==> src/rtl/arb_mux.sv <==
// N-channel valid/ready arbiter-mux: fixed-priority, round-robin or forced-select grant
// feeding a one-entry registered output with valid/ready flow control.

module arb_mux_lane #(
    parameter int SW  = 2,
    parameter int IDX = 0
) (
    input  logic          reset_n,
    input  logic          can_load,
    input  logic          gnt_any,
    input  logic [SW-1:0] gnt_idx,
    output logic          d_ready
);
    assign d_ready = reset_n & can_load & gnt_any & (gnt_idx == SW'(IDX));
endmodule

module arb_mux #(
    parameter int WIDTH = 8,
    parameter int N     = 4,
    localparam int SW   = $clog2(N)
) (
    input  logic                 clk,
    input  logic                 reset_n,
    input  logic [N*WIDTH-1:0]   d,
    input  logic [N-1:0]         d_valid,
    output logic [N-1:0]         d_ready,
    input  logic [1:0]           mode,
    input  logic [SW-1:0]        sel,
    output logic [WIDTH-1:0]     y,
    output logic [SW-1:0]        y_src,
    output logic                 y_valid,
    input  logic                 y_ready
);
    localparam logic [1:0]    MODE_FIXED = 2'b00;
    localparam logic [1:0]    MODE_FORCE = 2'b10;
    localparam logic [SW-1:0] LAST       = SW'(N - 1);

    logic [N-1:0][WIDTH-1:0] d_arr;
    logic [SW-1:0]           ptr;
    logic [SW-1:0]           gnt_idx;
    logic [SW-1:0]           rr_idx;
    logic                    gnt_any;
    logic                    can_load;
    logic                    xfer;
    logic                    rr_mode;
    int                      rr_j;

    assign d_arr    = d;
    assign can_load = ~y_valid | y_ready;
    assign xfer     = gnt_any & can_load;
    // modes 01 and 11 are both round-robin
    assign rr_mode  = mode[0];

    // Loops run from the far end so the highest-priority candidate is assigned last.
    always_comb begin
        gnt_any = 1'b0;
        gnt_idx = '0;
        rr_idx  = '0;
        rr_j    = 0;
        case (mode)
            MODE_FIXED: begin
                for (int i = N - 1; i >= 0; i--) begin
                    if (d_valid[i]) begin
                        gnt_any = 1'b1;
                        gnt_idx = SW'(i);
                    end
                end
            end
            MODE_FORCE: begin
                if (int'(sel) < N) begin
                    if (d_valid[sel]) begin
                        gnt_any = 1'b1;
                        gnt_idx = sel;
                    end
                end
            end
            default: begin
                for (int k = N - 1; k >= 0; k--) begin
                    rr_j = int'(ptr) + k;
                    if (rr_j >= N) rr_j = rr_j - N;
                    rr_idx = SW'(rr_j);
                    if (d_valid[rr_idx]) begin
                        gnt_any = 1'b1;
                        gnt_idx = rr_idx;
                    end
                end
            end
        endcase
    end

    for (genvar g = 0; g < N; g++) begin : g_lane
        arb_mux_lane #(.SW(SW), .IDX(g)) u_lane (
            .reset_n (reset_n),
            .can_load(can_load),
            .gnt_any (gnt_any),
            .gnt_idx (gnt_idx),
            .d_ready (d_ready[g])
        );
    end

    always_ff @(posedge clk) begin
        if (!reset_n) begin
            y       <= '0;
            y_src   <= '0;
            y_valid <= 1'b0;
            ptr     <= '0;
        end else if (xfer) begin
            y       <= d_arr[gnt_idx];
            y_src   <= gnt_idx;
            y_valid <= 1'b1;
            if (rr_mode) ptr <= (gnt_idx == LAST) ? '0 : gnt_idx + 1'b1;
        end else if (y_ready) begin
            // drain only; data and source hold their last values
            y_valid <= 1'b0;
        end
    end
endmodule

==> config.mk <==
export PLATFORM = sky130hd
export DESIGN_NAME = arb_mux
export DESIGN_NICKNAME = d
export VERILOG_FILES = /design/src/rtl/arb_mux.sv
export SDC_FILE = /design/constraint.sdc
export NUM_CORES = 1
export LEC_CHECK = 0
export BUFFER_PORTS_ARGS = -buffer_cell sky130_fd_sc_hd__buf_2
export CAP_MARGIN = 20
export CORE_MARGIN = 8
export CORE_UTILIZATION = 35
export CTS_BUF_LIST = sky130_fd_sc_hd__clkbuf_16
export CTS_CLUSTER_DIAMETER = 40
export DETAILED_ROUTE_END_ITERATION = 12
export PLACE_DENSITY = 0.77
export SLEW_MARGIN = 20
export SYNTH_ARGS = -nofsm -noshare
export SYNTH_HDL_FRONTEND = slang
export SYNTH_SLANG_ARGS = --single-unit
export TNS_END_PERCENT = 1
==> constraint.sdc <==
create_clock -name clk -period 4.9 [get_ports clk]
set_clock_uncertainty 0.05 [all_clocks]
set_input_delay 0.49 -clock clk [delete_from_list [all_inputs] [get_ports clk]]
set_output_delay 0.49 -clock clk [all_outputs]
set_load 0.005 [all_outputs]
* Yosys cells after proc, flatten, opt, wreduce, memory -nomap -nowiden
Index checks and enable logic that the tools add are counted.
** Cells by class
- Add/subtract/negate cells :: 8
- Magnitude comparators :: 10
- Equality and inequality tests :: 4
- Muxes and demuxes :: 43
- Bitwise operators :: 9
- Reduce and logical (&&, ||, !) cells :: 5
** Operators with widths (count)
- 2-bit two-way mux :: 18
- 2-bit by 3-bit < comparator with 1-bit output (second input constant) :: 6
- 8-bit binary-select mux with 2-bit select :: 1
- 1-bit two-way mux :: 16
- 1-bit binary-select mux with 2-bit select :: 5
- 3-bit greater-or-equal comparator (second input constant) :: 3
- 8-bit two-way mux :: 1
- 2-bit by 1-bit subtractor with 2-bit output (second input constant) :: 4
- 1-bit bitwise AND :: 7
- 2-bit by 2-bit adder with 3-bit output (second input constant) :: 2
- 2-bit == test (second input constant) :: 3
- 2-bit logical NOT :: 2
- 2-bit one-hot mux with 2 select lines :: 1
- 2-bit by 1-bit adder with 3-bit output (second input constant) :: 1
- 2-bit by 3-bit greater-or-equal comparator with 1-bit output (second input constant) :: 1
- 2-bit by 1-bit adder with 2-bit output (second input constant) :: 1
- 2-bit by 1-bit == test with 1-bit output (second input constant) :: 1
- 1-bit one-hot mux with 2 select lines :: 1
- 2-bit AND reduction :: 1
- 2-bit nonzero test :: 1
- 2-bit OR reduction :: 1
- 1-bit NOT :: 1
- 1-bit OR :: 1
** Storage, ports and cells
- Register bits after elaboration :: 13
- Input bits :: 43

* Longest topological paths before layout
Gate-level depths: netlist (run 1).
- Depth in word-level cells :: 13
- Depth in mapped cells :: 9
- Mapped depth without buffers :: 6

* By module
From an unflattened synthesis (run 1), not the netlist that was laid out.
** Second synthesis, totals
- Cells, all modules :: 210
- Area total of the unflattened synthesis :: 1584.0 um^2
** By module, submodules not included
- arb_mux :: instances 1, cells an instance 201, area an instance 1526.5 um^2, seq. area each 260.2 um^2
- arb_mux_lane at g_lane[1].u_lane ... :: instances 2, cells an instance 2, area an instance 16.3 um^2, seq. area each 0.0 um^2
- arb_mux_lane at g_lane[0].u_lane :: instances 1, cells an instance 2, area an instance 12.5 um^2, seq. area each 0.0 um^2
- arb_mux_lane at g_lane[3].u_lane :: instances 1, cells an instance 3, area an instance 12.5 um^2, seq. area each 0.0 um^2

* Worst setup path after synthesis (run 1)
Ideal clock, no wire load.
- Kind :: in2out
- From :: input port sel[0]
- To :: output port d_ready[1]
- Arrival time :: 1750 ps
- Required time :: 4360 ps
- Setup slack :: 2610 ps
- Stages on the path :: 6
- Buffers on the path :: 1
- Cells stage by stage :: mux2_4 > and3_4 > o31a_1 > and2_1 > and3_1 > buf_4
** On the way
- Cells in the longest elaborated chain, start to end :: 6
- Elaborated cells on any way between the ends :: 9
- Classes of those cells :: 1 x eq/ne; 6 x mux; 2 x bitwise
** RTL lines
- start, declared :: RTL line 28 : input logic [SW-1:0] sel,
- 1-bit binary-select mux with 2-bit select :: RTL line 71 : if (d_valid[sel]) begin
- 1-bit two-way mux (implied by the code) :: RTL line 71
- 2-bit two-way mux or 1-bit two-way mux (tied branches) :: RTL line 71
- 2-bit one-hot mux with 2 select lines or 1-bit one-hot mux with 2 select lines (tied branches) :: RTL line 60 : case (mode)
- 2-bit by 1-bit == test with 1-bit output or 1-bit bitwise AND (tied branches) :: RTL line 14 : assign d_ready = reset_n & can_load & gnt_any & (gnt_idx == SW'(IDX));
- 1-bit bitwise AND (*) :: RTL line 14
- end, declared :: RTL line 26 : output logic [N-1:0] d_ready,
Every way passes the cells marked *; elsewhere a longest branch is shown, timed or not. The select of a mux whose other input is x is not followed.

* Final worst setup path (run 1)
- From :: input port d_valid[1]
- To :: output port d_ready[0]
** On the way
- Cells in the longest elaborated chain, start to end :: 9
- Elaborated cells on any way between the ends :: 29
- Classes of those cells :: 26 x mux; 2 x bitwise; 1 x reduce/logical
** RTL lines
- start, declared :: RTL line 25 : input logic [N-1:0] d_valid,
- 1-bit binary-select mux with 2-bit select :: RTL line 82 : if (d_valid[rr_idx]) begin
- 1-bit two-way mux (implied by the code) :: RTL line 82
- 1-bit two-way mux or 2-bit two-way mux (tied branches) (4 in a row) :: RTL line 82
- 1-bit one-hot mux with 2 select lines or 2-bit one-hot mux with 2 select lines (tied branches) :: RTL line 60
- 1-bit bitwise AND or 2-bit logical NOT (tied branches) :: RTL line 14
- 1-bit bitwise AND (*) :: RTL line 14
Marks and branches as above.

==> results of run 1 <==
==> cell usage after synthesis, drive strengths merged <==
master,instances
mux2i,4
and3,14
and2,2
nor2,4
inv,4
nor2b,2
a21boi,1
buf,9
xnor2,1
a2bb2o,1
nor3,2
mux2,17
clkbuf,1
nand2b,3
a21oi,3
o31a,1
and3b,1
o221ai,2
nor3b,2
o211a,1
o21bai,1
o32a,1
a211oi,1
and2b,1
o21a,1
o211ai,1
dfxtp,13
a221o,8
nor4,1
nand2,3
==> sequential cells by signal, summed over array words and instances (netlist names) <==
name	cells
y	8
ptr	2
y_src	2
y_valid	1
==> metal layers <==
| layer | vias to the layer above | track usage | part of all wire |
|---|---|---|---|
| met5 | - | 0 | 0 |
| met4 | 0 | 0.0205 | 0.0021 |
| met2 | 45 | 0.196 | 0.47 |
| met1 | 458 | 0.130 | 0.44 |
| li1 | 500 | - | - |
| met3 | 2 | 0.0558 | 0.088 |
==> through the flow <==
stage / instance area (µm²) / setup slack, ns / instances / hold slack (ns)
floorplan: 996 / 2.61 / 106 / 0.445
global placement: 1260 / 2.27 / 184 / 0.434
detailed placement: 1260 / 2.18 / 184 / 0.456
CTS: 1340 / 2.20 / 188 / 0.468
global route: 1340 / 2.03 / 188 / 0.483
finish: 1340 / 2.24 / 188 / 0.459
==> cell families after synthesis <==
group                     Yosys count
AOI/OAI and AO/OA                  22
and+or+nand+nor                    35
xor gates and xnor gates            1
DFF                                13
buffers and inverters              14
muxes                              21
==> worst max-delay path by stage <==
stage / slack, ns / endpoint / start / cells past startpoint
4_1_cts: 2.20 / d_ready[1] / d_valid[1] / 7
3_3_place_gp: 2.27 / d_ready[0] / d_valid[1] / 7
6_report: 2.24 / d_ready[0] / d_valid[1] / 7
5_1_grt: 2.03 / d_ready[0] / d_valid[1] / 7
3_5_place_dp: 2.18 / d_ready[1] / d_valid[1] / 7
2_1_floorplan: 2.61 / d_ready[1] / sel[0] / 6
==> power by group through the flow <==
stage / sequential [mW] / combinational (mW) / clock [mW]
after floorplan: 0.129 / 0.0715 / 0
after global placement: 0.128 / 0.108 / 0
after detailed placement: 0.128 / 0.113 / 0
after CTS: 0.127 / 0.113 / 0.154
after global routing: 0.129 / 0.124 / 0.160
final: 0.126 / 0.111 / 0.153
==> cell type report <==
| type | instances | share of cell area |
|---|---|---|
| inverters | 4 | 0.0112 |
| flip-flops and latches | 13 | 0.195 |
| clock buffers | 3 | 0.0562 |
| multi-input cells | 79 | 0.492 |
| repair buffers | 57 | 0.213 |
| clock inverters | 1 | 0.00375 |
| well taps | 31 | 0.0290 |
==> worst max-delay path: stages <==
cell and delay [ns]:
buf_2 0.15, and3b_1 0.22, a211oi_1 0.05, o21bai_2 0.73, inv_1 0.15, and3_1 0.21
buf_2 0.12
==> summary.txt, run 1 <==
Outcome
  – Status: finished clean

Clocking
  – Post-CTS sizing: 0
  – Bufs on Longest Clock Path: 2
  – Num CTS Buffers: 3
  – Hold_buf cts: 0
  – Setup repair bufs after CTS: 0
  – Clock Sinks: 13
  – CTS Root Cell: clkbuf_16
  – CTS tree: done
  – Clock Pin Slew Worst Setup and Hold Paths: 0.05 ns
  – Clk_lat worst skew: 0.24 ns
  – H-Tree Level Count: 1

Worst hold path
  – Worst hold endpoint: y_src[1]
  – Hold Path Stages: 1
  – Min-delay src: y_src[1]
  – Hold/Removal Path Class: reg2reg

Floorplan
  – Initial core utilization: 0.364
  – Row count: 19
  – DIE AREA: 4810 µm²
  – Core area: 2730 µm²
  – IO Pins: 58
  – DIE HEIGHT: 69.3 µm
  – Die Span X: 69.3 µm

Synthesis
  – Syn Inst Count: 106
  – Syn_area_per_cell: 9.40 µm²
  – Post-synth net total: 149
  – Xor and xnor fraction of the mapped netlist area: 0.00879
  – Post-synthesis sequential area ratio: 0.261
  – Synth Register Bits: 13
  – Post-synth top area share: 0.261
  – Post-Synth Adder-Cell Area: 0
  – Compound-Gate Fraction of Synth Area: 0.190
  – Synth top area cells: dfxtp_1 (26%), mux2_2 (18%), a221o_1 (8.0%)
  – Synthesis warning total: 0
  – Post-Syn Area: 996 µm²
  – Simple-gate portion of the synthesized area: 0.221
  – Netlist cell types: 35
  – Area leader, netlist: dfxtp_1
  – Mux cell area share after synthesis: 0.236
  – Main combinational cell family by area after synthesis: multiplexers

Finish
  – Storage cell area: 260 µm²
  – Final core utilization: 0.489
  – Most common cell after layout, fill and taps aside: buf_2
  – Multi-input logic area: 657 µm²
  – Post-layout net count: 201
  – Most frequent cells in the layout: buf_2 (57), mux2_2 (16), dfxtp_1 (13)
  – Synthesis-to-layout area growth: 34.2%
  – Antenna diode count: 0
  – Share of cells above drive strength 1: 0.522
  – Filler Cells Inserted: 248

Power
  – Power per cell area: 292 nW/µm²
  – P_sw: 0.101 mW
  – Cell Int Power: 0.289 mW
  – Overall Power: 0.390 mW
  – Max IR drop VDD: 185 µV
  – Leak: 0.698 nW
  – Sw Ratio: 0.260
  – Clock power share: 0.391
  – Combinational power share: 0.285
  – Sequential power share: 0.324

STA
  – Final slew viol count: 0
  – Fin crit period: 2.66 ns
  – Fmax: 0.376 GHz
  – Final Setup Violations: 0
  – Slew headroom: 0.391
  – RSZ-0062 raised after global routing: no
  – Worst-Margin Slew: 0.912 ns
  – Setup TNS: 0 ns
  – Final Cycle Share: 0.543
  – Final hold violations: 0

Critical path
  – Reg2Reg Depth: 5
  – CP Launch Type: input port
  – Reg2reg start: ptr[0]
  – Crit path DAT: 2.12 ns
  – CP Data Required Time: 4.36 ns
  – R2r setup slk: 2.60 ns
  – FF-to-FF End: y[2]
  – Crit end category: output pin
  – Crit Path Class: in2out
  – Critical path peak fanout: 20

Global route
  – Global-route wire length before repair: 4.91 mm
  – Initial antenna violation count: 0
  – Total gr overflow: 0
  – Pin count of the biggest net entering global routing: 21
  – Vias in the first global route: 1,147
  – GRT Overall Usage: 0.116

Routing
  – WL/cell: 15.3 µm
  – Remaining DRCs: 0
  – First drt pass iteration count: 4
  – Vias per cell: 5.35
  – Starting DRC count in detailed routing: 69
  – Final ANT Viol Nets: 0
  – Via count: 1,005
  – Drt total wl: 2.88 mm

Flow run
  – Max-cap violations: 0

Placement
  – GPL Wtd Cong: 0.873
  – Post-DP HPWL: 2.33 mm
  – IO Port Bufs: 57
Power figures use the tool's default switching activity.
==> run 2, diff against run 1 <==
--- a/config.mk
+++ b/config.mk
@@ -12,7 +12,7 @@
 export CTS_BUF_LIST = sky130_fd_sc_hd__clkbuf_16
 export CTS_CLUSTER_DIAMETER = 40
 export DETAILED_ROUTE_END_ITERATION = 12
-export PLACE_DENSITY = 0.77
+export PLACE_DENSITY = 0.8
 export SLEW_MARGIN = 20
 export SYNTH_ARGS = -nofsm -noshare
 export SYNTH_HDL_FRONTEND = slang
==> constraint.sdc (replaced) <==
create_clock -name clk -period 2.1 [get_ports clk]
set_clock_uncertainty 0.05 [all_clocks]
set_input_delay 0.21 -clock clk [delete_from_list [all_inputs] [get_ports clk]]
set_output_delay 0.21 -clock clk [all_outputs]
set_load 0.005 [all_outputs]
==> summary.txt, run 2 (synthesis results as in run 1) <==
Outcome
  – Status: finished clean

STA
  – Final Setup Violations: 0
  – Worst-Margin Slew: 0.273 ns
  – Final hold violations: 0
  – Slew headroom: 0.818
  – Final slew viol count: 0
  – Setup TNS: 0 ns
  – Fin crit period: 1.98 ns
  – Final Cycle Share: 0.944
  – Fmax: 0.505 GHz
  – Hold slack: 0.270 ns

Critical path
  – Crit path DAT: 1.72 ns
  – Crit Path Class: reg2out
  – CP Data Required Time: 1.84 ns
  – CP Launch Type: flip-flop
  – Critical path peak fanout: 3
  – Crit end category: output pin
  – R2r setup slk: 0.25 ns

Global route
  – Pin count of the biggest net entering global routing: 20
  – Vias in the first global route: 1,075
  – Global-route wire length before repair: 4.58 mm
  – GRT Overall Usage: 0.113
  – Initial antenna violation count: 0
  – Total gr overflow: 0

Clocking
  – Bufs on Longest Clock Path: 2
  – H-Tree Level Count: 1
  – Num CTS Buffers: 3
  – Clock Pin Slew Worst Setup and Hold Paths: 0.04 ns
  – CTS tree: done
  – Clock Sinks: 13
  – Clk_lat worst skew: 0.24 ns
  – CTS Root Cell: clkbuf_16

Finish
  – Antenna diode count: 0
  – Most common cell after layout, fill and taps aside: buf_2
  – Most frequent cells in the layout: buf_2 (57), mux2_2 (16), dfxtp_1 (13)
  – Post-layout net count: 214
  – Share of cells above drive strength 1: 0.576
  – Largest Register: y
  – Synthesis-to-layout area growth: 48.0%
  – Max reg flops: 8
  – Largest registers: y x8, ptr x2, y_src x2

Routing
  – Remaining DRCs: 0
  – Vias per cell: 5.11
  – Via count: 1,028
  – Final ANT Viol Nets: 0
  – WL/cell: 14.1 µm
  – Starting DRC count in detailed routing: 41
  – Drt total wl: 2.84 mm
  – First drt pass iteration count: 4

Power
  – Leak: 0.771 nW
  – Max IR drop VDD: 363 µV
  – Power per cell area: 644 nW/µm²

Floorplan
  – DIE AREA: 4810 µm²
  – Die Span X: 69.3 µm
  – DIE HEIGHT: 69.3 µm
  – Initial core utilization: 0.364
  – Row count: 19
  – Core area: 2730 µm²
  – IO Pins: 58

Placement
  – GPL Wtd Cong: 0.827
  – Post-DP HPWL: 2.22 mm
  – IO Port Bufs: 57

Worst hold path
  – Hold/Removal Path Class: in2reg

Flow run
  – Max-cap violations: 0
==> run 2: cell count changes in the layout (fill, tap and decap cells not counted), sizes merged <==
cell    before  now
inv          4    5
buf         57   70
clkinv       1    0
==> run 2: stage by stage <==
step | power, mW | instances | setup slack [ns] | area [µm²] | util
after detailed placement | 0.576 | 194 | -0.156 | 1330 | 0.487
after CTS | 0.943 | 199 | 0.0404 | 1440 | 0.525
after floorplan | 0.467 | 106 | 0.302 | 996 | -
final | 0.950 | 201 | 0.119 | 1470 | 0.539
after global routing | 1.01 | 201 | -0.000568 | 1470 | 0.539
after global placement | 0.575 | 194 | -0.112 | 1330 | 0.487
==> run 2: power by group <==
group	switching, mW	total [mW]	internal, mW
combinational	0.126	0.307	0.181
sequential	0.0162	0.295	0.279
clock	0.0970	0.347	0.250
total	0.240	0.950	0.710
==> run 2: metal layers <==
layer	global-route usage	share of wire	up-vias
met3	0.0629	0.11	7
met4	0.0547	0.021	0
met5	0	0	-
li1	-	-	524
met1	0.127	0.44	450
met2	0.168	0.43	47
==> run 2: cell type report <==
class                      instances  area [µm²]
clock inverter                     1        3.75
timing repair buffer              70         395
sequential                        13         260
inverter                           4        15.0
fill                             258        1260
multi-input combinational         79         686
tap                               31        38.8
clock buffer                       3        75.1
==> run 2: what timing repair did <==
| item | CTS | global route |
|---|---|---|
| hold buffers | 0 | 0 |
| resized for setup | 4 | 2 |
| pin swaps | 0 | 1 |
| setup buffers | 1 | 2 |
| endpoints found under the setup margin | 12 | 6 |
==> run 2: worst max-delay path, stage by stage (launching register included) <==
cell and delay [ns]:
dfxtp_1 0.34, buf_4 0.12, o221ai_1 0.11, a2bb2o_2 0.32
mux2i_4 0.16, and2_4 0.17, and3_1 0.15, buf_2 0.11
==> run 2: worst paths after layout <==
| kind | startpoint | endpoint | cells after the start |
|---|---|---|---|
| hold reg to reg | y_src[1] | y_src[1] | 1 |
| setup / recovery | ptr[0] | d_ready[3] | 7 |
| hold / removal | d[24] | y[0] | 3 |
| setup reg to reg | ptr[0] | y[3] | 8 |
